## config.mk

```make
export PLATFORM = sky130hd
export DESIGN_NAME = demux1to4
export DESIGN_NICKNAME = d
export VERILOG_FILES = /design/src/rtl/demux_pkg.sv /design/src/rtl/demux_slot.sv /design/src/rtl/demux1to4.sv
export SDC_FILE = /design/constraint.sdc
export NUM_CORES = 1
export LEC_CHECK = 0
export ABC_AREA = 1
export ABC_CLOCK_PERIOD_IN_PS = 1400
export CAP_MARGIN = 40
export CORE_MARGIN = 2
export CORE_UTILIZATION = 49
export DETAILED_ROUTE_END_ITERATION = 8
export MAX_ROUTING_LAYER = met4
export PLACE_DENSITY = 0.8
export SETUP_SLACK_MARGIN = 0.15
export SKIP_LAST_GASP = 1
export SLEW_MARGIN = 20
export SYNTH_ARGS = -nofsm -noshare
export SYNTH_HDL_FRONTEND = slang
export SYNTH_SLANG_ARGS = --single-unit
```

## constraint.sdc

```tcl
create_clock -name clk -period 1.4 [get_ports clk]
set_input_delay 0.14 -clock clk [delete_from_list [all_inputs] [get_ports clk]]
set_output_delay 0.14 -clock clk [all_outputs]
set_load 0.005 [all_outputs]
```

## src/rtl/demux_pkg.sv

```systemverilog
// Shared constants and types for the 1-to-4 stream demultiplexer.
package demux_pkg;
    localparam int NUM_CH  = 4;
    localparam int SEL_W   = 2;
    localparam int COUNT_W = 16;

    typedef logic [SEL_W-1:0] ch_sel_t;
endpackage

```

## src/rtl/demux_slot.sv

```systemverilog
// One-entry channel slot: loads a word on load, empties on take, and stays full when both happen together.
module demux_slot #(
    parameter int BIT_WIDTH = 32
) (
    input  logic                 clk,
    input  logic                 reset,
    input  logic                 load,
    input  logic                 take,
    input  logic [BIT_WIDTH-1:0] din,
    output logic                 valid,
    output logic [BIT_WIDTH-1:0] dout
);

    logic                 vld_p0;
    logic [BIT_WIDTH-1:0] data_p0;

    // slot register stage; load wins over take so a same-cycle refill stays full
    always_ff @(posedge clk) begin
        if (reset) begin
            vld_p0  <= 1'b0;
            data_p0 <= '0;
        end else if (load) begin
            vld_p0  <= 1'b1;
            data_p0 <= din;
        end else if (take) begin
            vld_p0  <= 1'b0;
        end
    end

    assign valid = vld_p0;
    assign dout  = data_p0;

endmodule

```

## src/rtl/demux1to4.sv

```systemverilog
// Registered 1-to-4 valid/ready demultiplexer with independent per-channel back-pressure.
// Optional stall counter output drop_count is built when DEMUX1TO4_COUNT_EN is defined.
module demux1to4
    import demux_pkg::*;
#(
    parameter int BIT_WIDTH = 32
) (
    input  logic                 clk,
    input  logic                 reset,
    input  logic                 in_valid,
    output logic                 in_ready,
    input  logic [SEL_W-1:0]     in_select,
    input  logic [BIT_WIDTH-1:0] in_data,
    output logic [NUM_CH-1:0]    out_valid,
    input  logic [NUM_CH-1:0]    out_ready,
    output logic [BIT_WIDTH-1:0] out0,
    output logic [BIT_WIDTH-1:0] out1,
    output logic [BIT_WIDTH-1:0] out2,
    output logic [BIT_WIDTH-1:0] out3
`ifdef DEMUX1TO4_COUNT_EN
    ,
    output logic [COUNT_W-1:0]   drop_count
`endif
);

    ch_sel_t              sel;
    logic                 accept;
    logic [NUM_CH-1:0]    load;
    logic [NUM_CH-1:0]    take;
    logic [BIT_WIDTH-1:0] slot_data [NUM_CH];

    assign sel = in_select;

    // Readiness looks only at the addressed channel, so a stalled slot never blocks the others.
    assign in_ready = !out_valid[sel] | out_ready[sel];
    assign accept   = in_valid & in_ready;
    assign take     = out_valid & out_ready;

    always_comb begin
        load      = '0;
        load[sel] = accept;
    end

    for (genvar n = 0; n < NUM_CH; n++) begin : g_slot
        demux_slot #(
            .BIT_WIDTH(BIT_WIDTH)
        ) u_slot (
            .clk   (clk),
            .reset (reset),
            .load  (load[n]),
            .take  (take[n]),
            .din   (in_data),
            .valid (out_valid[n]),
            .dout  (slot_data[n])
        );
    end

    assign out0 = slot_data[0];
    assign out1 = slot_data[1];
    assign out2 = slot_data[2];
    assign out3 = slot_data[3];

`ifdef DEMUX1TO4_COUNT_EN
    logic [COUNT_W-1:0] drop_cnt_p0;

    // stall counter stage, saturating at all-ones
    always_ff @(posedge clk) begin
        if (reset) begin
            drop_cnt_p0 <= '0;
        end else if (in_valid && !in_ready && (drop_cnt_p0 != '1)) begin
            drop_cnt_p0 <= drop_cnt_p0 + 1'b1;
        end
    end

    assign drop_count = drop_cnt_p0;
`endif

endmodule

```

# Yosys cells after proc, flatten, opt, wreduce, memory -nomap -nowiden
# Cells that the tools add are included.
# op_classes
n_bitwise	4
n_eq_ne	0
n_div	0
n_mux	14
n_lt_le_gt_ge	2
n_addsub	0
n_mul	0
reduce_logical	6
n_shift	0
# op_table
op	count
1-bit two-way mux	11
4-bit bitwise AND	2
2-bit nonzero test	4
1-bit binary-select mux with 2-bit select	2
2-bit by 3-bit less-than comparator with 1-bit output, second input constant	1
1-bit demux with 2-bit select	1
2-bit by 1-bit >= comparator with 1-bit output, second input constant	1
1-bit bitwise AND	1
1-bit logical AND	1
1-bit zero test	1
1-bit OR	1
# totals
latchBits	0
input_bits	41
n_memories	0
ram_bits	0
regBits	132
wordCells	34
romBits	0

# Logic depth before layout (Yosys ltp)
# Gate-level depths: netlist (run 1).
# logic_depth
ltp_word	7
depth_mapped	12
ltp_nobuf	10

# Cells and area by module
# A second synthesis (run 1) with hierarchy kept.
# hier_totals
hier_cells	610
area_unflattened_um2	4773.3
# by_module_without_submodules
module	n_inst	seq_area_each_um2	area_each_um2	cells_per_inst
demux_slot	4	660.6	1152.4	143
demux1to4	1	0.0	163.9	38

# Worst setup path before layout (run 1)
# OpenSTA, ideal clock, no wires.
# synth_timing
kind	input to register
startpoint	input port in_select[1]
endpoint	register g_slot[3].u_slot.data_p0[22]
setup_time_ps	110
stages	11
arrival_ps	1184
required_ps	1290
path_slack_ps	106
path_cell_list	buf_4 nor2_8 nand2_1 nand2_2 nor2_4 nand2_8 buf_6 buf_6 nand4_1 nand2_1 nor2_1
# synth_via
elab_chain_len	6
# synth_rtl
element	line_no	source
start: declaration	demux1to4.sv:12	input logic [SEL_W-1:0] in_select,
branches (longest 5 deep; another with 2-bit by 3-bit less-than comparator with 1-bit output)	--	
4-bit bitwise AND (no source line) (*)	--	
end signal: assignment	demux_slot.sv:24	data_p0 <= din;
end: declaration	demux_slot.sv:15	logic [BIT_WIDTH-1:0] data_p0;
# Mark *: on every way between the ends. The select of a mux whose other input is x is not followed.
# A chain may end at the register's enable or synchronous reset.

# Final worst setup path (run 1)
# layout_timing
startpoint	register g_slot[2].u_slot.vld_p0
endpoint	register g_slot[0].u_slot.data_p0[3]
# layout_via
elab_chain_len	6
# layout_rtl
element	line_no	source
start: declaration	demux_slot.sv:14	logic vld_p0;
start signal: assignment	demux_slot.sv:20	vld_p0 <= 1'b0;
start signal: assignment	demux_slot.sv:23	vld_p0 <= 1'b1;
start signal: assignment	demux_slot.sv:26	vld_p0 <= 1'b0;
1-bit binary-select mux with 2-bit select	demux1to4.sv:35	assign in_ready = !out_valid[sel] | out_ready[sel];
1-bit two-way mux (implied by the code)	demux1to4.sv:35	
1-bit zero test	demux1to4.sv:35	
1-bit OR	demux1to4.sv:35	
1-bit bitwise AND	demux1to4.sv:36	assign accept = in_valid & in_ready;
4-bit bitwise AND (no source line)	--	
end signal: assignment	demux_slot.sv:24	
end: declaration	demux_slot.sv:15	
# No other way between the ends. The select of a mux whose other input is x is not followed.

==> metrics.md, run 1 <==
| Metric | Value |
|---|---|
| DR WL/cell | 15.9 um |
| Clk sinks | 132 |
| F_max | 669 MHz |
| Final worst path period share | 1.07 |
| Synth Warn # | 0 |
| Clock transition at the registers of the reported paths | 0.05 ns |
| DR DRC count | 0 |
| Final GP Congestion | 0.884 |
| Post-synthesis cell count | 1046 |
| Top delay family on crit path | simple AND/OR/NAND/NOR gates |
| Least-Margin Pin Slew | 0.453 ns |
| Critical path peak fanout | 5 |
| Crit path depth | 11 |
| Status | finished, violations left |
| Largest net degree at the start of global routing | 54 |
| Worst EP arrival | 1.84 ns |
| WP data required | 1.75 ns |
| Diode count | 0 |
| NetSw | 2.83 mW |
| DR pass1 iterations | 6 |
| Core Box Area | 13200 um2 |
| Die area | 14600 um2 |
| # setup viols final | 113 |
| CP dominant cell by count | nand2_1 |
| Critical path origin | g_slot[2].u_slot.valid$_SDFFE_PP0P_ |
| PortBufs | 173 |
| Total Power | 10.5 mW |
| # hold bufs at CTS | 0 |
| Synth Cell Area | 6670 um2 |
| Layout cells sized above 1 | 0.264 |
| Post-synth cell types | 20 |
| Total routed wirelength | 22700 um |
| Fin area | 10600 um2 |
| First-pass GRT wire length | 32700 um |
| Post-Syn Nets | 1087 |
| Gr ovfl total | 0 |
| FILL cells | 860 |
| Number of H-tree levels | 4 |
| Num CTS Buffers | 17 |
| CP Capture Type | flip-flop |
| GRT met1 Usage | 0.341 |
| Vias in the first global route | 6682 |
| Synth Area per Inst | 6.37 um2 |
| Peak VDD IR | 906 uV |
| Worst min-delay path startpoint | in_valid |
| Hold path cells | 5 |
| Fin worst setup slack | -0.0940 ns |
| Slowest cell on the critical path | dfxtp_2 |
| PwrDens | 989 nW/um2 |
| Max-slew violations | 0 |
| GR Util met3 | 0.0642 |
| Hold Crit Endpoint | g_slot[1].u_slot.valid$_SDFFE_PP0P_ |
| Area Growth Syn to Fin | 58.7% |
| Clk_lat worst skew | 0.43 ns |
| Seq pwr share | 0.391 |
| Commonest non-fill, non-tap cell in the layout | inv_1 |
| Final TNS setup | -3.16 ns |
| Buf+Inv Stages, Crit Path | 3 |
| Num rows | 42 |
| Met2 Resource Use GR | 0.469 |
| Comb power frac | 0.199 |
| Multi-input combinational cell area | 3120 um2 |
| ANT nets after route | 0 |
| Yosys reg bits | 132 |
| Min Tclk post-route | 1.49 ns |
| Worst R2R Path Depth | 11 |
| Final core utilization | 0.799 |
| Sequential-to-total area share from yosys stat | 0.396 |
| Post-DP HPWL | 12500 um |
| Violated checks | negative setup slack |
| Clock buffer depth | 2 |
| Lkg Pwr | 5.62 nW |
| Critical path, cell by cell | nand2_2 -> nand2_1 -> nand2_1 -> nand2_2 -> nand2_8 -> buf_6 -> buf_12 -> buf_6 -> nand4_1 -> nand2_1 -> nor2_2 |
| Worst R2R Start | g_slot[2].u_slot.valid$_SDFFE_PP0P_ |
| Max-cap violation count | 0 |
| Reg area | 2680 um2 |
| RSZ-0062 raised after global routing | yes |
| Initial DRC count | 855 |
| Max stage delay on crit path | 0.34 ns |
| Nets | 1281 |
| Final Hold Fails | 0 |
| Layer with the highest usage | met2 |
| CTS tree | yes |
| Hold_ws | 0.341 ns |
| Reg2reg end | g_slot[0].u_slot.dout[3]$_SDFFE_PP0P_ |
| Via-per-instance ratio | 5.09 |
| R2r setup slk | -0.09 ns |
| Worst setup path class | flip-flop to flip-flop |
| Worst Skew | 0.00568 ns |
| Most frequent cells in the layout | inv_1 (226), nand2_1 (181), dlygate4sd2_1 (130) |
| Via count | 7269 |
| Switching Fraction | 0.270 |
| Clk root buf | clkbuf_16 |
| Num ports | 174 |
| Initial antenna violation count | 0 |
| Area after DPL | 8850 um2 |
| Starting Density | 0.503 |
| Critical Path Source Type | flip-flop |
| Die width | 121 um |
| Clock network power share | 0.410 |
| Hold Path Class | input pin to flip-flop |
| Die height | 121 um |
| GRT Resource Usage Total | 0.294 |
| Power Internal | 7.64 mW |
| Slew HR | 0.698 |
==> tightest hold or removal path: cells and delay by family <==
kind	cells	cell delay (ns)
and+or+nand+nor	1	0.11
AOI/OAI and AO/OA	1	0.05
buffers and inverters	3	0.42
==> metal layers <==
metal  up-vias  wire length, um  part of all wire
met3        89             1870             0.082
met1      3318             8510              0.37
li1       3477                -                 -
met4         0             1080             0.048
met2       385            11300              0.50
met5         -                0                 0
==> cell type report <==
cell class	count	share of cell area
Clock inverter	3	0.00402
Clock buffer	27	0.0494
Inverter	296	0.105
Tap cell	176	0.0208
Sequential cell	132	0.253
Timing Repair Buffer	248	0.272
Multi-Input combinational cell	545	0.295
==> cells by family (layout without fill, tap and decap cells) <==
| group | Yosys count | in the layout | share of synthesized area |
|---|---|---|---|
| flops | 132 | 132 | 0.396 |
| compound gates | 4 | 4 | 0.00300 |
| buf+inv | 369 | 574 | 0.231 |
| simple gates | 541 | 541 | 0.369 |
==> cells in the mapped netlist <==
cell type,instances,area share
nor2_4,1,0.0017
nor2_8,1,0.0030
buf_4,5,0.0056
nand3_1,2,0.0015
clkbuf_1,19,0.011
nand2_1,270,0.15
nor2_1,130,0.073
nand3_4,4,0.011
nand3_2,1,0.0015
clkbuf_2,1,0.00075
inv_1,276,0.16
a21oi_1,4,0.0030
dfxtp_1,132,0.40
nand2_2,3,0.0028
buf_6,14,0.024
nand2_8,1,0.0030
buf_1,8,0.0045
inv_2,20,0.011
nand4_1,128,0.12
buf_2,26,0.020
==> flip-flops by register name (all words and copies together) (netlist names) <==
signal	cells
g_slot.u_slot.dout	128
g_slot.u_slot.valid	4
==> through the flow <==
stage / setup slack [ns] / cells
after detailed placement: -0.467 / 1370
after global routing: -0.151 / 1427
after floorplan: 0.158 / 1046
after global placement: -0.442 / 1370
after CTS: -0.0497 / 1420
final: -0.0940 / 1427
==> timing repair <==
item / in CTS / in global routing
endpoints found under the setup margin: 265 / 133
gates resized for setup: 252 / 175
buffers inserted: 8 / 0
pin swaps: 44 / 71
gates cloned: 12 / 7
==> power groups by stage <==
stage / Sequential (mW) / Combinational (mW) / Clock (mW)
detailed placement: 4.16 / 1.71 / 0
global route: 4.11 / 2.25 / 4.49
CTS: 4.09 / 1.79 / 4.32
global placement: 4.16 / 1.68 / 0
floorplan: 4.16 / 0.868 / 0
finish: 4.09 / 2.08 / 4.29
==> worst max-delay path by stage <==
| stage | to |
|---|---|
| finish | g_slot[0].u_slot.dout[3]$_SDFFE_PP0P_ |
| global route | g_slot[0].u_slot.dout[12]$_SDFFE_PP0P_ |
| CTS | g_slot[0].u_slot.dout[1]$_SDFFE_PP0P_ |
| detailed placement | g_slot[2].u_slot.dout[17]$_SDFFE_PP0P_ |
| global placement | in_ready |
| floorplan | g_slot[3].u_slot.dout[10]$_SDFFE_PP0P_ |
Power figures use the tool's default switching activity.
==> inputs of run 2 (changes only) <==
Settings changed: CTS_CLUSTER_DIAMETER set to 150.
==> results of run 2 <==
The final DEF is identical to that of run 1; final timing and power are the same.
==> inputs of run 3 (changes only) <==
Settings changed: SLEW_MARGIN 20 to not set.
==> results of run 3 <==
The final DEF is identical to that of run 1; final timing and power are the same.
